### src/rtl/mem_arbiter_pkg.sv
// Shared memory-port definitions: state codes, requester ids and bus widths.
// Imported by the arbiter and by both cache controllers.
package mem_arbiter_pkg;

    localparam int ADDR_W  = 28;
    localparam int BLOCK_W = 256;

    localparam logic [1:0] IDLE   = 2'b00;
    localparam logic [1:0] I_BUSY = 2'b01;
    localparam logic [1:0] D_BUSY = 2'b10;

    typedef enum logic {
        REQ_I = 1'b0,
        REQ_D = 1'b1
    } req_id_t;

    function automatic logic [1:0] busy_state(input req_id_t id);
        return (id == REQ_D) ? D_BUSY : I_BUSY;
    endfunction

endpackage

### src/rtl/mem_arbiter_if.sv
// I-cache, D-cache and memory-side signals of the shared 256-bit port.
// slave = arbiter view, master = the caches plus memory around it.
interface mem_arbiter_if
    import mem_arbiter_pkg::*;
#(
    parameter int AW = ADDR_W,
    parameter int BW = BLOCK_W
) ();
    logic [AW-1:0] i_mem_addr;
    logic          i_mem_valid;
    logic [BW-1:0] i_mem_rd;
    logic          i_mem_ready;

    logic [AW-1:0] d_mem_addr;
    logic [BW-1:0] d_mem_wr;
    logic          d_mem_rw;
    logic          d_mem_valid;
    logic [BW-1:0] d_mem_rd;
    logic          d_mem_ready;

    logic [AW-1:0] mem_addr;
    logic [BW-1:0] mem_wr;
    logic          mem_rw;
    logic          mem_valid;
    logic [BW-1:0] mem_rd;
    logic          mem_ready;

    modport slave (
        input  i_mem_addr, i_mem_valid,
        output i_mem_rd, i_mem_ready,
        input  d_mem_addr, d_mem_wr, d_mem_rw, d_mem_valid,
        output d_mem_rd, d_mem_ready,
        output mem_addr, mem_wr, mem_rw, mem_valid,
        input  mem_rd, mem_ready
    );

    modport master (
        output i_mem_addr, i_mem_valid,
        input  i_mem_rd, i_mem_ready,
        output d_mem_addr, d_mem_wr, d_mem_rw, d_mem_valid,
        input  d_mem_rd, d_mem_ready,
        input  mem_addr, mem_wr, mem_rw, mem_valid,
        output mem_rd, mem_ready
    );
endinterface

### src/rtl/mem_arbiter_rr_arbiter2.sv
// Two-way round-robin pick between I and D requests; purely combinational.
// No backpressure of its own: the caller only samples the pick when the port is free.
module mem_arbiter_rr_arbiter2
    import mem_arbiter_pkg::*;
(
    input  logic    req_i_vld,
    input  logic    req_d_vld,
    input  req_id_t last_grant,
    output logic    gnt_vld,
    output req_id_t gnt_id
);

    always_comb begin
        gnt_vld = req_i_vld | req_d_vld;
        gnt_id  = REQ_I;
        if (req_i_vld && req_d_vld) begin
            // Tie goes to whoever did not finish the previous transaction.
            if (last_grant == REQ_D) gnt_id = REQ_I;
            else                     gnt_id = REQ_D;
        end else if (req_d_vld) begin
            gnt_id = REQ_D;
        end
    end

endmodule

### src/rtl/mem_arbiter.sv
// Round-robin owner of the shared memory port; grant visible one cycle after request.
// Owner holds the port until mem_ready, then one idle turnaround cycle; timeout is flag-only.
module mem_arbiter
    import mem_arbiter_pkg::*;
#(
    parameter int ADDR_WIDTH = ADDR_W,
    parameter int BLOCK_SIZE = BLOCK_W,
    parameter int TIMEOUT    = 1023
) (
    input  logic          clk,
    input  logic          rst_n,
    mem_arbiter_if.slave  bus,
    output logic          grant_d,
    output logic          bus_timeout
);

    localparam int              CNT_W   = $clog2(TIMEOUT + 1);
    localparam logic [CNT_W-1:0] CNT_MAX = CNT_W'(TIMEOUT);

    typedef struct packed {
        logic [ADDR_WIDTH-1:0] addr;
        logic [BLOCK_SIZE-1:0] wr;
        logic                  rw;
        logic                  valid;
    } mem_req_t;

    logic [1:0]       state_q, state_d;
    req_id_t          last_grant_q, last_grant_d;
    logic [CNT_W-1:0] tmo_cnt_q, tmo_cnt_d;
    logic             bus_timeout_q, bus_timeout_d;

    logic     pick_vld;
    req_id_t  pick_id;
    logic     busy;
    logic     owner_valid;
    mem_req_t mem_req;

    mem_arbiter_rr_arbiter2 u_rr_arbiter2 (
        .req_i_vld  (bus.i_mem_valid),
        .req_d_vld  (bus.d_mem_valid),
        .last_grant (last_grant_q),
        .gnt_vld    (pick_vld),
        .gnt_id     (pick_id)
    );

    assign busy = (state_q == I_BUSY) || (state_q == D_BUSY);

    always_comb begin
        owner_valid = 1'b0;
        if (state_q == I_BUSY) owner_valid = bus.i_mem_valid;
        if (state_q == D_BUSY) owner_valid = bus.d_mem_valid;
    end

    always_comb begin
        state_d      = state_q;
        last_grant_d = last_grant_q;
        case (state_q)
            IDLE: begin
                if (pick_vld) state_d = busy_state(pick_id);
            end
            I_BUSY, D_BUSY: begin
                if (bus.mem_ready) begin
                    state_d      = IDLE;
                    last_grant_d = (state_q == D_BUSY) ? REQ_D : REQ_I;
                end else if (!owner_valid) begin
                    // Withdrawn request: release the port without counting it as a turn.
                    state_d = IDLE;
                end
            end
            default: state_d = IDLE;
        endcase
    end

    always_comb begin
        tmo_cnt_d = '0;
        if (busy && !bus.mem_ready) begin
            tmo_cnt_d = (tmo_cnt_q == CNT_MAX) ? tmo_cnt_q : tmo_cnt_q + 1'b1;
        end
        bus_timeout_d = bus_timeout_q | (tmo_cnt_d == CNT_MAX);
    end

    always_ff @(posedge clk or negedge rst_n) begin
        if (!rst_n) begin
            state_q       <= IDLE;
            last_grant_q  <= REQ_D;
            tmo_cnt_q     <= '0;
            bus_timeout_q <= 1'b0;
        end else begin
            state_q       <= state_d;
            last_grant_q  <= last_grant_d;
            tmo_cnt_q     <= tmo_cnt_d;
            bus_timeout_q <= bus_timeout_d;
        end
    end

    // Memory side follows the owner combinationally; the I-cache only ever reads.
    always_comb begin
        mem_req = '0;
        case (state_q)
            I_BUSY: begin
                mem_req.addr  = bus.i_mem_addr;
                mem_req.valid = bus.i_mem_valid;
            end
            D_BUSY: begin
                mem_req.addr  = bus.d_mem_addr;
                mem_req.wr    = bus.d_mem_wr;
                mem_req.rw    = bus.d_mem_rw;
                mem_req.valid = bus.d_mem_valid;
            end
            default: mem_req = '0;
        endcase
    end

    assign bus.mem_addr  = mem_req.addr;
    assign bus.mem_wr    = mem_req.wr;
    assign bus.mem_rw    = mem_req.rw;
    assign bus.mem_valid = mem_req.valid;

    assign bus.i_mem_ready = bus.mem_ready & (state_q == I_BUSY);
    assign bus.d_mem_ready = bus.mem_ready & (state_q == D_BUSY);
    assign bus.i_mem_rd    = (state_q == I_BUSY) ? bus.mem_rd : '0;
    assign bus.d_mem_rd    = (state_q == D_BUSY) ? bus.mem_rd : '0;

    assign grant_d     = (state_q == D_BUSY);
    assign bus_timeout = bus_timeout_q;

endmodule

### src/flat_wrapper.sv
// flat-port wrapper written by rule: the top's interface ports become plain ports
module mem_arbiter_flat import mem_arbiter_pkg::*;
#(
    parameter int ADDR_WIDTH = ADDR_W,
    parameter int BLOCK_SIZE = BLOCK_W,
    parameter int TIMEOUT    = 1023
)
  (clk, rst_n, grant_d, bus_timeout, bus_i_mem_addr, bus_i_mem_valid, bus_i_mem_rd, bus_i_mem_ready, bus_d_mem_addr, bus_d_mem_wr, bus_d_mem_rw, bus_d_mem_valid, bus_d_mem_rd, bus_d_mem_ready, bus_mem_addr, bus_mem_wr, bus_mem_rw, bus_mem_valid, bus_mem_rd, bus_mem_ready);
  mem_arbiter_if bus_i ();
  input  logic clk;
  input  logic rst_n;
  output logic grant_d;
  output logic bus_timeout;
  input wire logic [$bits(bus_i.i_mem_addr)-1:0] bus_i_mem_addr;
  input wire logic [$bits(bus_i.i_mem_valid)-1:0] bus_i_mem_valid;
  output wire logic [$bits(bus_i.i_mem_rd)-1:0] bus_i_mem_rd;
  output wire logic [$bits(bus_i.i_mem_ready)-1:0] bus_i_mem_ready;
  input wire logic [$bits(bus_i.d_mem_addr)-1:0] bus_d_mem_addr;
  input wire logic [$bits(bus_i.d_mem_wr)-1:0] bus_d_mem_wr;
  input wire logic [$bits(bus_i.d_mem_rw)-1:0] bus_d_mem_rw;
  input wire logic [$bits(bus_i.d_mem_valid)-1:0] bus_d_mem_valid;
  output wire logic [$bits(bus_i.d_mem_rd)-1:0] bus_d_mem_rd;
  output wire logic [$bits(bus_i.d_mem_ready)-1:0] bus_d_mem_ready;
  output wire logic [$bits(bus_i.mem_addr)-1:0] bus_mem_addr;
  output wire logic [$bits(bus_i.mem_wr)-1:0] bus_mem_wr;
  output wire logic [$bits(bus_i.mem_rw)-1:0] bus_mem_rw;
  output wire logic [$bits(bus_i.mem_valid)-1:0] bus_mem_valid;
  input wire logic [$bits(bus_i.mem_rd)-1:0] bus_mem_rd;
  input wire logic [$bits(bus_i.mem_ready)-1:0] bus_mem_ready;
  assign bus_i.i_mem_addr = bus_i_mem_addr;
  assign bus_i.i_mem_valid = bus_i_mem_valid;
  assign bus_i_mem_rd = bus_i.i_mem_rd;
  assign bus_i_mem_ready = bus_i.i_mem_ready;
  assign bus_i.d_mem_addr = bus_d_mem_addr;
  assign bus_i.d_mem_wr = bus_d_mem_wr;
  assign bus_i.d_mem_rw = bus_d_mem_rw;
  assign bus_i.d_mem_valid = bus_d_mem_valid;
  assign bus_d_mem_rd = bus_i.d_mem_rd;
  assign bus_d_mem_ready = bus_i.d_mem_ready;
  assign bus_mem_addr = bus_i.mem_addr;
  assign bus_mem_wr = bus_i.mem_wr;
  assign bus_mem_rw = bus_i.mem_rw;
  assign bus_mem_valid = bus_i.mem_valid;
  assign bus_i.mem_rd = bus_mem_rd;
  assign bus_i.mem_ready = bus_mem_ready;
  mem_arbiter #(.ADDR_WIDTH(ADDR_WIDTH), .BLOCK_SIZE(BLOCK_SIZE), .TIMEOUT(TIMEOUT)) u_core (.clk(clk), .rst_n(rst_n), .bus(bus_i), .grant_d(grant_d), .bus_timeout(bus_timeout));
endmodule
### config.mk
export PLATFORM = sky130hd
export DESIGN_NAME = mem_arbiter_flat
export DESIGN_NICKNAME = d
export VERILOG_FILES = /design/src/rtl/mem_arbiter_pkg.sv /design/src/rtl/mem_arbiter_if.sv /design/src/rtl/mem_arbiter_rr_arbiter2.sv /design/src/rtl/mem_arbiter.sv /design/src/flat_wrapper.sv
export SDC_FILE = /design/constraint.sdc
export NUM_CORES = 1
export LEC_CHECK = 0
export CAP_MARGIN = 20
export CORE_AREA = 2 2 534 536
export CTS_BUF_LIST = sky130_fd_sc_hd__clkbuf_4 sky130_fd_sc_hd__clkbuf_8 sky130_fd_sc_hd__clkbuf_16
export DETAILED_ROUTE_END_ITERATION = 10
export DIE_AREA = 0 0 536 538
export PLACE_DENSITY = 0.3
export SLEW_MARGIN = 20
export SYNTH_ARGS = -nofsm -noshare
export SYNTH_HDL_FRONTEND = slang
export SYNTH_SLANG_ARGS = --single-unit
### constraint.sdc
create_clock -name clk -period 2.5 [get_ports clk]
set_input_delay 0.5 -clock clk [delete_from_list [all_inputs] [get_ports clk]]
set_output_delay 0.5 -clock clk [all_outputs]
set_load 0.1 [all_outputs]
; After elaboration in Yosys (flattened, before gate mapping)
; Cells that the tools add are included.
[word_totals]
ff_bits = 14
elab_cells = 41
[op_classes]
muxes = 18
eq_ne = 6
bitwise = 4
n_reduce_logical = 8
addsub = 1
[op_table]
columns = op, n
row1 = $mux 256, 2
row2 = $mux 257, 1
row3 = $pmux 28 s2, 1
row4 = $eq 10x10->1 const B, 2
row5 = $mux 10, 2
row6 = $add 10x1->10 const B, 1
row7 = $mux 2, 4
row8 = $mux 1, 6
row9 = $pmux 2 s2, 1
row10 = $reduce_and 2->1, 2
row11 = $ne 3x3->1 const B, 1
row12 = $and 1x1->1, 2
row13 = $eq 2x1->1 const B, 1
row14 = $eq 2x2->1 const B, 1
row15 = $logic_and 1x1->1, 2
row16 = $logic_not 2->1, 1
row17 = $ne 2x1->1 const B, 1
row18 = $or 1x1->1, 2
row19 = $pmux 1 s2, 1
row20 = $reduce_or 2->1, 1
row21 = $logic_not 1->1, 1
row22 = $logic_or 1x1->1, 1

; Depth between registers and ports, before layout
; Gate-level depths: netlist of the first run.
[depth]
ltp_word = 6
ltp_mapped = 8

; Hierarchy
; A second synthesis of the first run with hierarchy kept.
[hier_totals]
cells_unflattened = 1014
hier_area_um2 = 6444.9
[modules_own_cells]
columns = module, cells_each, area_per_inst_um2, instances, seq_area_each_um2
row1 = mem_arbiter, 1012, 6431.2, 1, 351.6
row2 = mem_arbiter_rr_arbiter2, 2, 13.8, 1, 0.0

; Worst setup path after synthesis of the first run
; Ideal clock, no wire load.
[synth_path]
path_kind = register to output
from = register u_core.state_q[0]
to = output bus_mem_valid
n_path_buf = 0
setup_slack_ns = -1.647
t_required_ns = 2.000
arrival_time_ns = 3.647
path_stages_with_launch = 5
path_cell_list = dfrtp_1 > inv_1 > ha_1 > nand2_1 > a21boi_0
[synth_between]
elab_chain_len = 2
elab_cells_between_ends = 3
cone_classes = eq/ne: 2 / mux: 1
[synth_rtl]
columns = element, line
row1 = from (decl), mem_arbiter.sv:27  ; logic [1:0] state_q, state_d;
row2 = from (signal assigned), mem_arbiter.sv:89  ; state_q <= state_d;
row3 = $eq 2x2->1, -
row4 = named net grant_d, flat_wrapper.sv:12  ; output logic grant_d;
row5 = $pmux 1 s2, mem_arbiter.sv:99  ; case (state_q)
row6 = to (decl), flat_wrapper.sv:27  ; output wire logic [$bits(bus_i.mem_valid)-1:0] bus_mem_valid;
; The timed path passes the listed nets, and every way through them passes these cells.

; Final worst setup path of the first run
[layout_path]
from = register u_core.state_q[1]
to = output bus_mem_addr[12]
[layout_between]
elab_chain_len = 2
elab_cells_between_ends = 3
cone_classes = eq/ne: 2 / mux: 1
[layout_rtl]
columns = element, line
row1 = $eq 2x2->1 / $eq 2x1->1 (equally long branches), mem_arbiter.sv:99
row2 = $pmux 28 s2 (*), mem_arbiter.sv:99
row3 = to (decl), flat_wrapper.sv:24  ; output wire logic [$bits(bus_i.mem_addr)-1:0] bus_mem_addr;
; Every way passes the cells marked *; elsewhere a longest branch is shown, timed or not.

==> results of run 1 <==
==> metrics by stage <==
stage | hold WS (ns) | util, % | cells | setup slack, ns | total power [W]
finish | 0.536 | 12.9 | 6251 | -0.0166 | 0.0558
global placement | 0.527 | 12.2 | 6137 | -0.133 | 0.0528
detailed placement | 0.533 | 12.2 | 6137 | -0.0803 | 0.0527
global route | 0.545 | 12.9 | 6234 | -0.0967 | 0.0574
floorplan | 0.204 | - | 1003 | -0.0980 | 0.0295
CTS | 0.542 | 12.6 | 6176 | -0.114 | 0.0554
==> state kept, by name, indices dropped and copies added, names as in the netlist <==
| name | flops |
|---|---|
| u_core.tmo_cnt_q | 10 |
| u_core.bus_timeout | 1 |
| u_core.last_grant_q | 1 |
| u_core.state_q | 2 |
==> layout by cell type, fill, tap and decap left out, types with 6 or more instances in the layout <==
cell type and n:
clkbuf_16 21, buf_12 825, and2_2 310, buf_4 83
buf_6 8, clkdlybuf4s50_1 573, buf_16 24, nor2b_4 28
and2_4 321, a22oi_2 20, diode_2 40, nand2_1 9
nor2_1 6, dfrtp_1 12, a22oi_1 8, and2_1 141
==> worst paths after layout <==
path                                         start                   to  slack (ns)  cells after the start
worst min register to register  u_core.bus_timeout   u_core.bus_timeout        0.54                      1
max in group asynchronous                    rst_n  u_core.last_grant_q        1.62                      2
min in group asynchronous                    rst_n   u_core.bus_timeout        0.60                      2
worst min-delay path            u_core.bus_timeout   u_core.bus_timeout        0.54                      1
worst max register to register   u_core.state_q[1]   u_core.bus_timeout        0.44                      7
worst max-delay path             u_core.state_q[1]     bus_mem_addr[12]       -0.02                      5
==> layer usage <==
| layer | vias to the layer above | GRT usage (%) | wire, um | part of all wire [%] |
|---|---|---|---|---|
| met4 | 88 | 2.67 | 5880 | 2.7 |
| met2 | 1182 | 23.8 | 103000 | 47 |
| met3 | 316 | 7.56 | 27300 | 13 |
| met1 | 6677 | 15.7 | 81200 | 37 |
| met5 | - | 0 | 575 | 0.26 |
| li1 | 6018 | - | - | - |
==> cell type report <==
cell class                 count  area [um2]
antenna                       40         100
clock buffer                   4        88.8
fill                       32100      247000
inverter                       3        13.8
multi-input combinational    891        7180
sequential                    14         353
tap                         3762        4710
timing repair buffer        1537       24200
==> power by group <==
part | leakage, nW | switching (W) | internal [W]
combinational | 13.5 | 0.0357 | 0.0193
sequential | 0.188 | 0.0000461 | 0.000265
clock | 0.0444 | 0.000119 | 0.000244
total | 13.7 | 0.0359 | 0.0198
==> cell families (layout without fill, tap and decap cells) <==
logic type	after synthesis	after routing	share of synthesized area, %
buffers and inverters	98	1544	5.85
multiplexers	2	2	0.334
AO/OA/AOI/OAI	52	52	5.97
adder cells (fa/ha/maj)	4	4	0.785
AND/OR/NAND/NOR	832	832	81.4
XOR/XNOR	1	1	0.137
other	0	40	0
flip-flops	14	14	5.52
==> what timing repair did <==
| item | 4_1_cts | 5_1_grt |
|---|---|---|
| gates cloned | 14 | 19 |
| resized for setup | 140 | 73 |
| endpoints found under the setup margin | 501 | 277 |
| setup buffers | 23 | 16 |
| pin swaps | 13 | 18 |
==> run_results.csv, run 1 <==
group,metric,value,unit
logic_synthesis,ys_top_cells_by_area,"and2_1 76%, clkbuf_1 5.4%, dfrtp_1 5.1%",
sta,post-route-min-period,2.52,ns
routing,drcViolationCount,0,
sta,hold_viol,0,
die,die_area,288000,um2
logic_synthesis,synth_nets,1581,
logic_synthesis,synth_top_area_share,75.8,%
sta,relSlewSlack,67.6,%
cts,cts_buffers,3,
die,io_pins,1376,
sta,min_period_over_period,101,%
routing,ant_nets,0,
global_routing,grt_pass1_wl,246000,um
logic_synthesis,yosysTopAreaCell,"and2_1",
sta,worst_slack,-0.0166,ns
die,die_h,538,um
logic_synthesis,yosysWarnings,0,
global_routing,antenna_found_initial,194,
logic_synthesis,ys_types,34,
logic_synthesis,ys.flop_type,"dfrtp_1",
finish,nNetsFinal,3028,
critical_path,crit_path_start_kind,"flop",
hold_path,hold_path.class,"flop to flop",
power,vdd_drop_max,0.000621,V
power,power_density,1520,nW/um2
placement,dp_hpwl,199000,um
logic_synthesis,ys_ff_latch,14,
routing,firstDrtPassIters,5,
sta,tightest_slew,0.485,ns
placement,place_congestion,0.911,
sta,tns,-0.0166,ns
logic_synthesis,synth_common_cells,"772 x and2_1, 91 x clkbuf_1, 30 x nor2b_1, 28 x a22oi_1, 13 x dfrtp_1",
critical_path,worstSetupEndpointType,"primary output",
routing,drt-total-wl,218000,um
finish,fin_area,36700,um2
critical_path,critPathKind,"flop to primary output",
logic_synthesis,ys_seq_area_share,5.52,%
global_routing,grt.overflow.total,0,
cts,htree_levels,1,
cts,cts_root_buffer,"clkbuf_16",
logic_synthesis,synthCells,1003,
critical_path,cp.arrival,2.02,ns
global_routing,grt_max_degree,66,
die,initial_utilization,2.25,%
status,violations,"negative setup slack",
routing,vias,14300,
die,num_rows,196,
global_routing,grt_pass1_vias,14500,
run,max_cap_viol_count,0,
finish,drive_above_1_share,67.9,%
cts,ctsHoldBuffers,0,
cts,clkTransAtPathRegs,0.06,ns
routing,wl_per_cell,34.8,um
critical_path,cp.required,2.00,ns
cts,cts_max_path_buffers,2,
critical_path,cp_top_family,"buffers and inverters",
logic_synthesis,yosysMostFrequentCell,"and2_1",
sta,fmax,397,MHz
die,core_area,283000,um2
placement,io_buffers,1375,
critical_path,path_common_cell,"buf_12",
die,dieWidth,536,um
power,p_leak,13.7,nW
placement,postPlaceCellArea,34600,um2
status,outcome,"finished, violations left",
cts,cts_num_sinks,14,
critical_path,worst-path-max-fanout,21,
logic_synthesis,synth_edf_count,0,
finish,syn2layout_area_growth,475,%
logic_synthesis,ys_async_sr_fraction,100,%
routing,vias_per_cell,2.28,
sta,rsz0062_at_grt,"yes",
global_routing,grt_usage,14.1,%
critical_path,path_cells,"inv_4, ha_2, buf_12, nor2b_4, buf_12",
critical_path,critical_path.slowest_cell,"dfrtp_2",
logic_synthesis,post_synth.cell_area_avg,6.35,um2
cts,cts_tree,"yes",
routing,drtIter0Drc,492,
sta,finClkSkew,0.00515,ns
sta,finalMaxSlewViolations,0,
critical_path,max_stage_delay,0.43,ns
critical_path,crit_buf_inv,3,
logic_synthesis,synthesis.area,6370,um2
cts,clock_latency,0.25,ns
sta,setup_violations,1,
(Power assumes the default switching activity.)
==> run 2, diff against run 1 <==
- clock period: 2.5 -> 2.4 ns (I/O delays scaled with it)
==> run 2 against run 1 <==
Compared with the run above: the flow still finishes with violations (negative setup slack); register-to-register slack worse by 0.19 ns; total power is 3.6% higher; die area stayed put; cell count hardly changed; first-iteration DRC count is 19% higher; clock-buffer cell count stayed put; wire length is 1.1% lower; sequential share of layout area hardly changed; via count is 0.29% higher; non-clock buffer count is 11 higher; critical endpoint is now bus_i_mem_rd[164].
==> run_results.csv, run 2 (synthesis results as in run 1) <==
group,metric,value,unit
status,outcome,"finished, violations left",
status,violations,"negative setup slack",
placement,dp_hpwl,199000,um
critical_path,critical_path.slowest_cell,"dfrtp_2",
critical_path,critPathKind,"flop to primary output",
critical_path,crit_path_start_kind,"flop",
critical_path,worstSetupEndpointType,"primary output",
die,die_h,538,um
cts,cts_num_sinks,14,
sta,fmax,396,MHz
finish,syn2layout_area_growth,481,%
power,vdd_drop_max,0.000628,V
routing,vias,14300,
finish,drive_above_1_share,73.3,%
sta,worst_slack,-0.123,ns
routing,ant_nets,0,
die,io_pins,1376,
power,power_density,1560,nW/um2
power,p_leak,14.0,nW
routing,drt-total-wl,215000,um
sta,tightest_slew,0.779,ns
routing,firstDrtPassIters,4,
sta,tns,-12.69,ns
sta,rsz0062_at_grt,"yes",
sta,hold_viol,0,
finish,multi_input_comb_area,7450,um2
critical_path,max_stage_delay,0.44,ns
run,max_cap_viol_count,0,
global_routing,antenna_found_initial,209,
die,die_area,288000,um2
cts,clkTransAtPathRegs,0.05,ns
die,dieWidth,536,um
cts,ctsHoldBuffers,0,
global_routing,grt_max_degree,46,
finish,fin_area,37000,um2
critical_path,worst-path-max-fanout,16,
die,initial_utilization,2.25,%
finish,nNetsFinal,3039,
cts,clock_latency,0.25,ns
hold_path,hold_path.class,"flop to flop",
finish,reg_top3,"u_core.tmo_cnt_q: 10 flops, u_core.state_q: 2 flops",
global_routing,grt.overflow.total,0,
placement,io_buffers,1375,
critical_path,cp.arrival,2.04,ns
global_routing,grt_usage,14.0,%
placement,place_congestion,0.864,
finish,most-common-layout-cells,"833 x buf_12, 570 x clkdlybuf4s50_1, 421 x and2_4",
global_routing,grt_pass1_wl,245000,um
sta,relSlewSlack,48.1,%
finish,ff_latch_area,354,um2
cts,cts_root_buffer,"clkbuf_16",
cts,cts_max_path_buffers,2,
die,num_rows,196,
routing,drcViolationCount,0,
sta,min_period_over_period,105,%
routing,drtIter0Drc,584,
cts,htree_levels,1,
routing,wl_per_cell,34.4,um
die,core_area,283000,um2
placement,postPlaceCellArea,35400,um2
sta,finalMaxSlewViolations,0,
sta,setup_violations,325,
global_routing,grt_pass1_vias,14700,
critical_path,cp.required,1.92,ns
routing,vias_per_cell,2.29,
finish,final_common_cell,"buf_12",
finish,largest-register,"u_core.tmo_cnt_q",
cts,cts_tree,"yes",
finish,largest_register_ffs,10,
finish,nFillCells,32100,
sta,finClkSkew,0.000824,ns
cts,cts_buffers,3,
sta,post-route-min-period,2.52,ns
critical_path,path_cells,"buf_4, ha_4, buf_16, clkbuf_16, and2_2, buf_12",
[run 2: final cells by class]
cell class	instances	area share, %
antenna	31	0.209
clock buffer	4	0.240
inverter	3	0.0372
multi-input combinational	891	20.1
sequential	14	0.956
tap	3762	12.7
timing repair buffer	1548	65.7
[run 2: worst paths after layout]
| check | slack (ns) | start | end | cells past startpoint |
|---|---|---|---|---|
| setup / recovery | -0.12 | u_core.state_q[0] | bus_i_mem_rd[164] | 6 |
| hold / removal | 0.49 | u_core.bus_timeout | u_core.bus_timeout | 1 |
| setup reg to reg | 0.25 | u_core.state_q[0] | u_core.state_q[1] | 8 |
| hold reg to reg | 0.49 | u_core.bus_timeout | u_core.bus_timeout | 1 |
| max in group asynchronous | 1.19 | rst_n | u_core.state_q[1] | 1 |
| min in group asynchronous | 0.68 | rst_n | u_core.bus_timeout | 1 |
[run 2: timing repair]
| item | in CTS | in global routing |
|---|---|---|
| gates cloned | 17 | 11 |
| resized for setup | 56 | 41 |
| pin swaps | 6 | 7 |
| buffers inserted | 29 | 8 |
| hold endpoints to repair | 0 | 0 |
| endpoints found under the setup margin | 668 | 605 |
[run 2: power by group]
part / switching, W / total [W] / internal (W)
combinational: 0.0367 / 0.0571 / 0.0204
clock: 0.000105 / 0.000358 / 0.000253
sequential: 0.0000472 / 0.000325 / 0.000278
total: 0.0368 / 0.0578 / 0.0210
[run 2: layer usage]
layer	up-vias	part of all wire [%]	track usage, %
li1	6034	-	-
met5	-	0.11	0
met1	6664	42	17.3
met3	306	10	5.78
met4	36	1.7	1.41
met2	1282	46	23.3
[run 2: per-stage QoR]
step           worst slack, ns  total power, W  utilization [%]  hold WS, ns  std cells
6_report                -0.123          0.0578             13.1        0.491       6253
5_1_grt                 -0.154          0.0593             13.1        0.504       6237
4_1_cts                 -0.121          0.0577             12.9        0.495       6206
3_5_place_dp           -0.0825          0.0549             12.5        0.471       6156
3_3_place_gp           -0.0747          0.0550             12.5        0.479       6156
2_1_floorplan          -0.0658          0.0317                -        0.184       1003
[run 2: critical path: cells and delay by family (launching register included)]
family	cells	cell delay, ns
and+or+nand+nor	1	0.23
DFF	1	0.44
buffers and inverters	4	0.79
adders and majority gates	1	0.20
==> run 3, diff against run 2 <==
--- a/config.mk
+++ b/config.mk
@@ -8,6 +8,7 @@
 export CAP_MARGIN = 20
-export CORE_AREA = 2 2 534 536
+export CORE_AREA = 2 2 536 538
 export CTS_BUF_LIST = sky130_fd_sc_hd__clkbuf_4 sky130_fd_sc_hd__clkbuf_8 sky130_fd_sc_hd__clkbuf_16
 export DETAILED_ROUTE_END_ITERATION = 10
-export DIE_AREA = 0 0 536 538
+export DIE_AREA = 0 0 538 540
+export MAX_ROUTING_LAYER = met4
 export PLACE_DENSITY = 0.3
==> constraint.sdc (replaced) <==
create_clock -name clk -period 3.1 [get_ports clk]
set_input_delay 0.775 -clock clk [delete_from_list [all_inputs] [get_ports clk]]
set_output_delay 0.775 -clock clk [all_outputs]
set_load 0.1 [all_outputs]
==> run 3 against run 2 <==
Compared with the run above: worst hold slack worse by 0.0097 ns; the flow now finishes without violations; clock-buffer cell count unchanged; non-clock buffer count down 106; first-iteration DRC count down 12%; wire length down 8.9%; critical path depth unchanged; combinational power down 29%; sequential cell count unchanged; core utilization down 1.0 points; critical path type unchanged; sequential share of layout area up 0.072 points.
==> run_results.csv, run 3 (synthesis results as in run 1) <==
group,metric,value,unit
status,outcome,"completed",
run,max_cap_viol_count,0,
finish,nFillCells,32400,
critical_path,critical_path.slowest_cell,"dfrtp_1",
critical_path,r2r_cells,8,
power,p_leak,12.4,nW
cts,htree_levels,1,
sta,rsz0062_at_grt,"no",
global_routing,grt_pass1_wl,230000,um
finish,nNetsFinal,2933,
routing,wl_per_cell,31.6,um
finish,reg_top3,"u_core.tmo_cnt_q: 10 flops, u_core.state_q: 2 flops",
critical_path,timing.rr.start,"u_core.state_q[0]",
finish,most-common-layout-cells,"815 x buf_12, 573 x clkdlybuf4s50_1, 400 x and2_2",
routing,vias,13400,
finish,largest_register_ffs,10,
critical_path,path_common_cell,"buf_16",
sta,finalMaxSlewViolations,0,
finish,ff_latch_area,352,um2
critical_path,critPathKind,"flop to primary output",
sta,tns,0,ns
critical_path,worstSetupEndpointType,"primary output",
routing,drt-total-wl,196000,um
finish,drive_above_1_share,55.8,%
cts,clkTransAtPathRegs,0.05,ns
placement,io_buffers,1375,
global_routing,grt_max_degree,90,
power,power_density,1190,nW/um2
routing,drtIter0Drc,515,
placement,place_congestion,0.880,
cts,postCtsSetupBuffers,0,
routing,ant_nets,0,
finish,final_common_cell,"buf_12",
cts,clock_latency,0.25,ns
routing,firstDrtPassIters,5,
die,initial_utilization,2.24,%
critical_path,rr_endpoint,"u_core.state_q[1]",
critical_path,cp.required,2.32,ns
routing,drcViolationCount,0,
sta,tightest_slew,0.684,ns
cts,cts_max_path_buffers,2,
critical_path,crit_path_start_kind,"flop",
finish,syn2layout_area_growth,437,%
finish,fin_cells,6201,
sta,setup_violations,0,
sta,finClkSkew,0.00473,ns
critical_path,path_cells,"inv_1, ha_4, buf_16, buf_16, and2_1, buf_12",
hold_path,worstHoldPathCells,1,
die,io_pins,1376,
global_routing,grt_usage,13.3,%
cts,cts_buffers,3,
global_routing,grt.overflow.total,0,
placement,dp_cells,6112,
cts,cts_root_buffer,"clkbuf_16",
die,die_area,291000,um2
global_routing,grt_pass1_vias,14400,
hold_path,whs_endpoint,"u_core.bus_timeout",
die,die_h,540,um
global_routing,antenna_found_initial,175,
die,dieWidth,538,um
sta,min_period_over_period,95.9,%
critical_path,rrSetupSlack,1.09,ns
sta,hold_viol,0,
cts,cts_tree,"yes",
sta,fmax,336,MHz
sta,post-route-min-period,2.97,ns
power,vdd_drop_max,0.000476,V
routing,vias_per_cell,2.16,
hold_path,hold_path.class,"flop to flop",
placement,dp_hpwl,186000,um
hold_path,hp-start,"u_core.bus_timeout",
finish,largest-register,"u_core.tmo_cnt_q",
sta,relSlewSlack,54.2,%
critical_path,cp.arrival,2.20,ns
cts,cts_num_sinks,14,
finish,multi_input_comb_area,6350,um2
die,core_area,284000,um2
die,num_rows,196,
critical_path,worst-path-max-fanout,79,
critical_path,max_stage_delay,0.40,ns
run 3: changes by cell type in the layout (fill, tap and decap cells not counted), sizes merged:
cell,before,now
clkdlybuf4s50,570,573
dlygate4sd2,3,0
clkbuf,14,4
buf,962,869
diode,31,85
bufbuf,3,0
run 3: area by class of cell:
| type | count | share of cell area, % |
|---|---|---|
| Clock buffer | 4 | 0.241 |
| Multi-Input combinational cell | 891 | 18.6 |
| Sequential cell | 14 | 1.03 |
| Timing Repair Buffer | 1442 | 65.8 |
| Inverter | 3 | 0.0329 |
| Antenna cell | 85 | 0.622 |
| Tap cell | 3762 | 13.8 |
run 3: worst max-delay path, delay by kind of cell, from the launching register on:
family        cells  cell delay, ns
fa+ha+maj         1            0.27
flops             1            0.40
buf+inv           4            0.89
simple gates      1            0.26
run 3: per-stage QoR:
step	total power (W)	hold WS [ns]	setup slack (ns)	cell area (um2)	util [%]
6_report	0.0409	0.481	0.126	34200	12.0
2_1_floorplan	0.0231	0.479	0.00470	7050	-
5_1_grt	0.0422	0.504	0.00878	34200	12.0
3_3_place_gp	0.0415	0.476	0.172	33900	11.9
4_1_cts	0.0418	0.490	0.0234	34000	11.9
3_5_place_dp	0.0415	0.479	0.182	33900	11.9
run 3: worst max-delay path by stage:
stage,from,endpoint,slack [ns],cells past startpoint
6_report,u_core.state_q[0],bus_mem_wr[22],0.13,6
5_1_grt,u_core.state_q[0],bus_mem_wr[24],0.009,6
3_3_place_gp,bus_mem_rd[50],bus_d_mem_rd[50],0.17,3
2_1_floorplan,u_core.state_q[0],bus_d_mem_rd[187],0.005,5
4_1_cts,u_core.state_q[0],bus_mem_addr[9],0.02,7
3_5_place_dp,bus_mem_rd[50],bus_d_mem_rd[50],0.18,3
run 3: where the power goes:
part           total, W  internal [W]  leakage [nW]  switching, W
registers      0.000247      0.000213         0.189     0.0000342
logic            0.0404        0.0129          12.2        0.0275
clock network  0.000262      0.000183        0.0421     0.0000787
total            0.0409        0.0133          12.4        0.0276
run 3: metal layers:
layer  vias to the layer above  part of all wire, %  GRT usage (%)
li1                       5875                    -              -
met1                      6237                   39           14.9
met2                      1090                   49           22.7
met3                       166                   10           4.93
met4                         0                  2.0           2.35
met5                         -                    0              -
run 3: timing repair:
action	in CTS	in global routing
hold buffers	0	0
gates resized for setup	1	3
pin swaps	0	1
setup endpoints to repair	6	44
cloned	0	0
